File: src/rtl/mux2_rr_arbiter.sv
// Two-requester round-robin arbiter feeding a 2:1 mux into a single-entry output register (optional MUX2_ARB_STATS_EN adds grant counters).
// Latency: 1 cycle from accepted input beat to y_valid; throughput one beat per clock.
// Backpressure: a requester is readied only when the output stage is empty or draining this cycle.
module mux2_rr_arbiter #(
  parameter int W     = 8,
  parameter int CNT_W = 16
) (
  input  logic             clk,
  input  logic             rst,
  input  logic             i0_valid,
  input  logic [W-1:0]     i0_data,
  output logic             i0_ready,
  input  logic             i1_valid,
  input  logic [W-1:0]     i1_data,
  output logic             i1_ready,
  output logic             s,
  output logic             y_valid,
  output logic [W-1:0]     y_data,
  output logic             y_src,
`ifdef MUX2_ARB_STATS_EN
  input  logic             cnt_clr,
  output logic [CNT_W-1:0] gnt_cnt0,
  output logic [CNT_W-1:0] gnt_cnt1,
`endif
  input  logic             y_ready
);

  typedef enum logic {EMPTY = 1'b0, FULL = 1'b1} state_t;

  state_t         state_q, state_d;
  logic [W-1:0]   y_data_q, y_data_d;
  logic           y_src_q, y_src_d;
  logic           last_gnt_q, last_gnt_d;
  logic           load;
  logic           sel;
  logic           xfer0, xfer1;

  always_comb begin
    load = (state_q == EMPTY) | y_ready;
    sel  = last_gnt_q;
    // On a tie the requester that did not win last goes next; idle keeps priority.
    if (i0_valid && i1_valid) sel = ~last_gnt_q;
    else if (i1_valid)        sel = 1'b1;
    else if (i0_valid)        sel = 1'b0;
    i0_ready = load & ~rst & ~sel & i0_valid;
    i1_ready = load & ~rst &  sel & i1_valid;
    xfer0    = i0_valid & i0_ready;
    xfer1    = i1_valid & i1_ready;
  end

  always_comb begin
    state_d    = state_q;
    y_data_d   = y_data_q;
    y_src_d    = y_src_q;
    last_gnt_d = last_gnt_q;
    if (xfer0 || xfer1) begin
      state_d    = FULL;
      y_data_d   = sel ? i1_data : i0_data;
      y_src_d    = sel;
      last_gnt_d = sel;
    end else if (state_q == FULL && y_ready) begin
      state_d = EMPTY;
    end
  end

  always_ff @(posedge clk) begin
    if (rst) begin
      state_q    <= EMPTY;
      y_data_q   <= '0;
      y_src_q    <= 1'b0;
      last_gnt_q <= 1'b1;
    end else begin
      state_q    <= state_d;
      y_data_q   <= y_data_d;
      y_src_q    <= y_src_d;
      last_gnt_q <= last_gnt_d;
    end
  end

  assign s       = sel;
  assign y_valid = (state_q == FULL);
  assign y_data  = y_data_q;
  assign y_src   = y_src_q;

`ifdef MUX2_ARB_STATS_EN
  logic [CNT_W-1:0] gnt_cnt0_q, gnt_cnt0_d;
  logic [CNT_W-1:0] gnt_cnt1_q, gnt_cnt1_d;

  // Counters wrap freely; a clear beats a same-cycle increment.
  always_comb begin
    gnt_cnt0_d = gnt_cnt0_q + {{(CNT_W-1){1'b0}}, xfer0};
    gnt_cnt1_d = gnt_cnt1_q + {{(CNT_W-1){1'b0}}, xfer1};
    if (cnt_clr) begin
      gnt_cnt0_d = '0;
      gnt_cnt1_d = '0;
    end
  end

  always_ff @(posedge clk) begin
    if (rst) begin
      gnt_cnt0_q <= '0;
      gnt_cnt1_q <= '0;
    end else begin
      gnt_cnt0_q <= gnt_cnt0_d;
      gnt_cnt1_q <= gnt_cnt1_d;
    end
  end

  assign gnt_cnt0 = gnt_cnt0_q;
  assign gnt_cnt1 = gnt_cnt1_q;
`endif

endmodule

File: config.mk
export PLATFORM = sky130hd
export DESIGN_NAME = mux2_rr_arbiter
export DESIGN_NICKNAME = d
export VERILOG_FILES = /design/src/rtl/mux2_rr_arbiter.sv
export SDC_FILE = /design/constraint.sdc
export NUM_CORES = 1
export LEC_CHECK = 0
export BUFFER_PORTS_ARGS = -buffer_cell sky130_fd_sc_hd__buf_4
export CORE_UTILIZATION = 40
export CTS_CLUSTER_DIAMETER = 40
export DETAILED_ROUTE_END_ITERATION = 16
export GPL_TIMING_DRIVEN = 0
export PLACE_DENSITY = 0.75
export SLEW_MARGIN = 15
export SYNTH_ARGS = -nofsm -noshare
export SYNTH_HDL_FRONTEND = slang
export SYNTH_SLANG_ARGS = --single-unit
export TNS_END_PERCENT = 50
File: constraint.sdc
create_clock -name clk -period 1.53 [get_ports clk]
set_clock_uncertainty 0.05 [all_clocks]
set_input_delay 0 -clock clk [delete_from_list [all_inputs] [get_ports clk]]
set_output_delay 0 -clock clk [all_outputs]
set_load 0.03 [all_outputs]
==> results of run 1 <==
==> routing by layer <==
metal	up-vias	track usage	routed length, um
li1	373	-	-
met3	4	0.114	96
met1	354	0.369	857
met4	0	0.112	20
met5	-	0	0
met2	28	0.483	1040
==> sequential cells by signal, summed over array words and instances (netlist names) <==
signal      flops
y_data          8
last_gnt_q      1
y_src           1
y_valid         1
==> final cells by class <==
class	instances	area [um2]
multi-input cells	49	300
flip-flops and latches	11	220
clock buffers	4	26.3
plain buffers	5	23.8
fillers	98	279
well taps	15	18.8
inverters	4	15.0
repair buffers	50	418
==> synth_stat cells <==
| cell type | number | area share |
|---|---|---|
| a311oi_1 | 8 | 0.13 |
| nand2b_1 | 1 | 0.011 |
| nor2b_1 | 1 | 0.011 |
| a31oi_1 | 8 | 0.090 |
| buf_2 | 2 | 0.018 |
| clkbuf_2 | 2 | 0.018 |
| nor2_1 | 3 | 0.020 |
| or2_1 | 2 | 0.022 |
| a21oi_1 | 2 | 0.018 |
| dfxtp_1 | 11 | 0.40 |
| nor3_1 | 1 | 0.0090 |
| clkinv_1 | 1 | 0.0067 |
| nand3_1 | 8 | 0.072 |
| nor3_2 | 1 | 0.018 |
| inv_1 | 3 | 0.020 |
| clkbuf_1 | 1 | 0.0067 |
| o211ai_1 | 1 | 0.013 |
| nand4_1 | 1 | 0.011 |
| and2_1 | 1 | 0.011 |
| nand2_1 | 1 | 0.0067 |
| o21ai_0 | 9 | 0.081 |
| o31ai_1 | 1 | 0.013 |
==> report_power, final <==
group,switching (mW),internal [mW]
clock,0.104,0.101
sequential,0.0144,0.310
combinational,0.151,0.134
==> how the worst max path moves through the flow <==
stage	start	end	slack (ps)	depth (start not counted)
floorplan	y_valid$_SDFFE_PP0P_	i0_ready	190	2
global placement	y_valid$_SDFFE_PP0P_	y_data[2]$_SDFFE_PP0P_	180	3
detailed placement	y_valid$_SDFFE_PP0P_	y_data[2]$_SDFFE_PP0P_	170	3
CTS	rst	i1_ready	130	6
global route	rst	i1_ready	1	6
finish	rst	i1_ready	80	6
==> worst max-delay path, cell delays in order <==
cell and delay [ps]:
dlygate4sd3_1 540, buf_4 140, clkinv_1 260, nand4_1 250, inv_1 50, buf_4 160
==> kinds of logic after synthesis <==
family                 count (synthesis)
AO/OA/AOI/OAI                         29
AND/OR/NAND/NOR                       20
buffers and inverters                  9
flip-flops                            11
==> what timing repair did <==
| item | CTS | global route |
|---|---|---|
| setup endpoints to repair | 0 | 2 |
| endpoints found under the hold margin | 8 | 0 |
| hold buffers | 17 | 0 |
| gates resized for setup | 0 | 1 |
==> reports/qor.csv, run 1 <==
metric,value,unit
final_common_cell,buf_4,
clk_pin_slew,70,ps
antenna_cells,0,
synth_top_family_by_area,compound AO/OA/AOI/OAI gates,
holdPathEnd,y_valid$_SDFFE_PP0P_,
grt-ovfl-total,0,
die_y,39.3,um
p_per_area,797,nW/um2
ys_seq_area_frac,0.396,
peakVddDrop,0.000694,V
setup_viol,0,
min_delay_path_depth,3,
drtIter0Drc,20,
finalNetCount,145,
cts_setup_buffers,0,
first_pass_iters,4,
finish.utilization,0.786,
cts_sinks,11,
path_max_fanout,10,
initial_core_util,0.428,
min_from,i0_valid,
port_buffers,33,
clk_path_buf_depth,2,
dp_slack,167,ps
startpoint_type,input pin,
core_area,1300,um2
wirelength,2.02,mm
grt_max_degree,11,
required,1480,ps
final-hold-violation-count,0,
synth_cell_type_count,22,
placed_area,823,um2
gp_congestion,0.746,
final_cell_area,1020,um2
synth_xor_xnor_area_share,0,
post-route-period-util,0.949,
fmax,0.688,GHz
die_area,1550,um2
syn_inst,69,
worst_pin_slew,605,ps
hpwl,1.15,mm
status,completed,
arrival,1400,ps
yosys.area_share.simple,0.193,
drive_gt1_frac,0.341,
clock_latency,270,ps
fin_crit,1450,ps
synth_fp_nets,90,
min_path_type,in2reg,
slew_violations,0,
cp-end-kind,output pin,
setup_tns,0,ps
maxCapViolations,0,
antenna_found_initial,0,
synth_area_per_cell,8.07,um2
final_cells,138,
most-common-layout-cells,"buf_4 (33), dlygate4sd3_1 (17), dfxtp_1 (11), o21ai_0 (9)",
power.leakage,0.452,nW
rows,13,
yosysWarnings,0,
h-tree-depth,1,
grt_usage,0.304,
io_pins,34,
r2r_cells,3,
viasPerCell,5.50,
ys_ff_latch,11,
max_slew_margin,0.594,
vias,759,
wl_per_cell,14.6,um
p_total,814,uW
cts_tree,yes,
cts_buffers,3,
fin_ws,77.5,ps
grt_pass1_vias,700,
cts_root_buf,clkbuf_4,
rsz0062_at_grt,no,
whs,29.4,ps
die_w,39.3,um
drc,0,
placedCellCount,117,
grt_pass1_wl,3.08,mm
synth_mux_area_frac,0,
crit-reg2reg-launch,y_valid$_SDFFE_PP0P_,
critPathKind,in2out,
synth_fa_ha_area_frac,0,
syn_area,557,um2
antenna_left,0,
areaGrowthSynthToFinish,83.6,%
rrSetupSlack,130,ps
r2r-end,y_data[1]$_SDFFE_PP0P_,
synth_compound_area_frac,0.342,
No activity file was read; power rests on OpenSTA's default activity.
==> run 2: changes to the inputs <==
- clock period: 1.53 -> 1.5 ns (I/O delays scaled with it)
==> reports/qor.csv, run 2 (synthesis results as in run 1) <==
metric,value,unit,change
vias,793,,+4.5%
gp_congestion,0.746,,unchanged
required,1450,ps,-30 ps
cts_root_buf,clkbuf_4,,
min_path_type,in2reg,,
finalNetCount,145,,unchanged
worst_path_max_delay_cell,dlygate4sd3_1,,
rsz0062_at_grt,yes,,
final-hold-violation-count,0,,unchanged
most-common-layout-cells,"buf_4 (33), dlygate4sd3_1 (17), dfxtp_1 (11), o21ai_0 (9)",,
max_slew_margin,0.707,,+0.112
largest_reg_flops,8,,unchanged
antenna_cells,0,,unchanged
min_delay_path_depth,3,,unchanged
path_delay_family,buffers and inverters,,
r2r_cells,4,,+1
wl_per_cell,14.7,um,+0.69%
arrival,1360,ps,-40 ps
wirelength,2.03,mm,+0.69%
whs,39.1,ps,+9.66 ps
grt_max_degree,11,,unchanged
rows,13,,unchanged
setup_viol,0,,unchanged
cts_tree,yes,,
p_per_area,804,nW/um2,+0.89%
peakVddDrop,0.000696,V,+0.23%
crit_top_cell,buf_4,,
io_pins,34,,unchanged
dp_slack,137,ps,-30.0 ps
hpwl,1.15,mm,unchanged
cp-end-kind,output pin,,
port_buffers,33,,unchanged
core_area,1300,um2,unchanged
p_total,832,uW,+2.1%
die_area,1550,um2,unchanged
grt_usage,0.304,,unchanged
antenna_found_initial,0,,unchanged
status,completed,,
maxCapViolations,0,,unchanged
initial_core_util,0.428,,unchanged
met1Wirelength,792,um,-7.6%
cpPeakStageDelay,530,ps,about the same
viasPerCell,5.75,,+4.5%
worst_pin_slew,440,ps,-165 ps
path_max_fanout,10,,unchanged
power.leakage,0.453,nW,about the same
crit_cells,5,,-1
areaGrowthSynthToFinish,85.8,%,
fmax,0.707,GHz,
h-tree-depth,1,,unchanged
fillCellCount,97,,-1.0%
critPathKind,in2out,,
clk_path_buf_depth,2,,unchanged
post-route-period-util,0.943,,
die_y,39.3,um,unchanged
fin_crit,1410,ps,
cts_sinks,11,,unchanged
cts_buffers,3,,unchanged
antenna_left,0,,unchanged
grt-ovfl-total,0,,unchanged
die_w,39.3,um,unchanged
final_common_cell,buf_4,,
drc,0,,unchanged
drive_gt1_frac,0.358,,+0.0163
critPathBufInv,4,,-1
clk_pin_slew,70,ps,about the same
wl_met3,148,um,+54%
slew_violations,0,,unchanged
drtIter0Drc,24,,+20%
first_pass_iters,4,,unchanged
setup_tns,0,ps,unchanged
route.met2.wl,1.06,mm,+1.9%
startpoint_type,input pin,,
clock_latency,270,ps,about the same
grt_pass1_vias,700,,unchanged
top_layer_used,met4,,
grt_pass1_wl,3.08,mm,unchanged
path_cells,dlygate4sd3_1 -> buf_4 -> clkbuf_1 -> nor3_1 -> buf_4,,
cts_setup_buffers,0,,unchanged
fin_ws,85.7,ps,+8.13 ps
[run 2: cell count changes in the layout (fill, tap and decap cells not counted)]
cell        previous run  this run
nor3_2                 1         0
clkinv_1               1         0
nand2_1                1         0
nor3_4                 0         1
clkinvlp_4             0         1
nand2_2                0         1
[run 2: repair_timing]
action,4_1_cts,5_1_grt
endpoints found under the setup margin,0,7
hold buffers,17,0
resized for setup,0,4
endpoints found under the hold margin,8,0
[run 2: worst register-to-register path, cell delays in order, from the launching register on]
cell,delay [ps]
dfxtp_1,430
and2_1,170
buf_2,180
o21ai_0,130
a311oi_1,290
[run 2: worst paths after layout]
kind | slack [ps] | startpoint | endpoint
max reg2reg | 150 | last_gnt_q$_SDFFE_PP1P_ | y_data[1]$_SDFFE_PP0P_
max | 90 | rst | i0_ready
min reg2reg | 440 | y_src$_SDFFE_PP0P_ | y_src$_SDFFE_PP0P_
min | 40 | i1_valid | y_src$_SDFFE_PP0P_
[run 2: metrics by stage]
stage                     instance area (um2)  cells  utilization
final                                    1030    138        0.795
after global routing                     1030    138        0.795
after CTS                                1020    138        0.784
after detailed placement                  823    117        0.633
after global placement                    823    117        0.633
after floorplan                           557     69            -
[run 2: where the power goes]
group,switching [mW],internal [mW]
Clock,0.102,0.103
Sequential,0.0151,0.316
Combinational,0.157,0.139
[run 2: layout make-up]
type                    instances  area (um2)  share of cell area
well taps                      15        18.8              0.0181
clock buffers                   4        26.3              0.0254
multi-input cells              49         309               0.299
repair buffers                 50         418               0.404
inverters                       4        18.8              0.0181
flip-flops and latches         11         220               0.213
plain buffers                   5        23.8              0.0230
[run 2: routing by layer]
metal / track usage / up-vias
li1: - / 379
met1: 0.369 / 373
met3: 0.114 / 6
met5: 0 / -
met4: 0.112 / 0
met2: 0.483 / 35
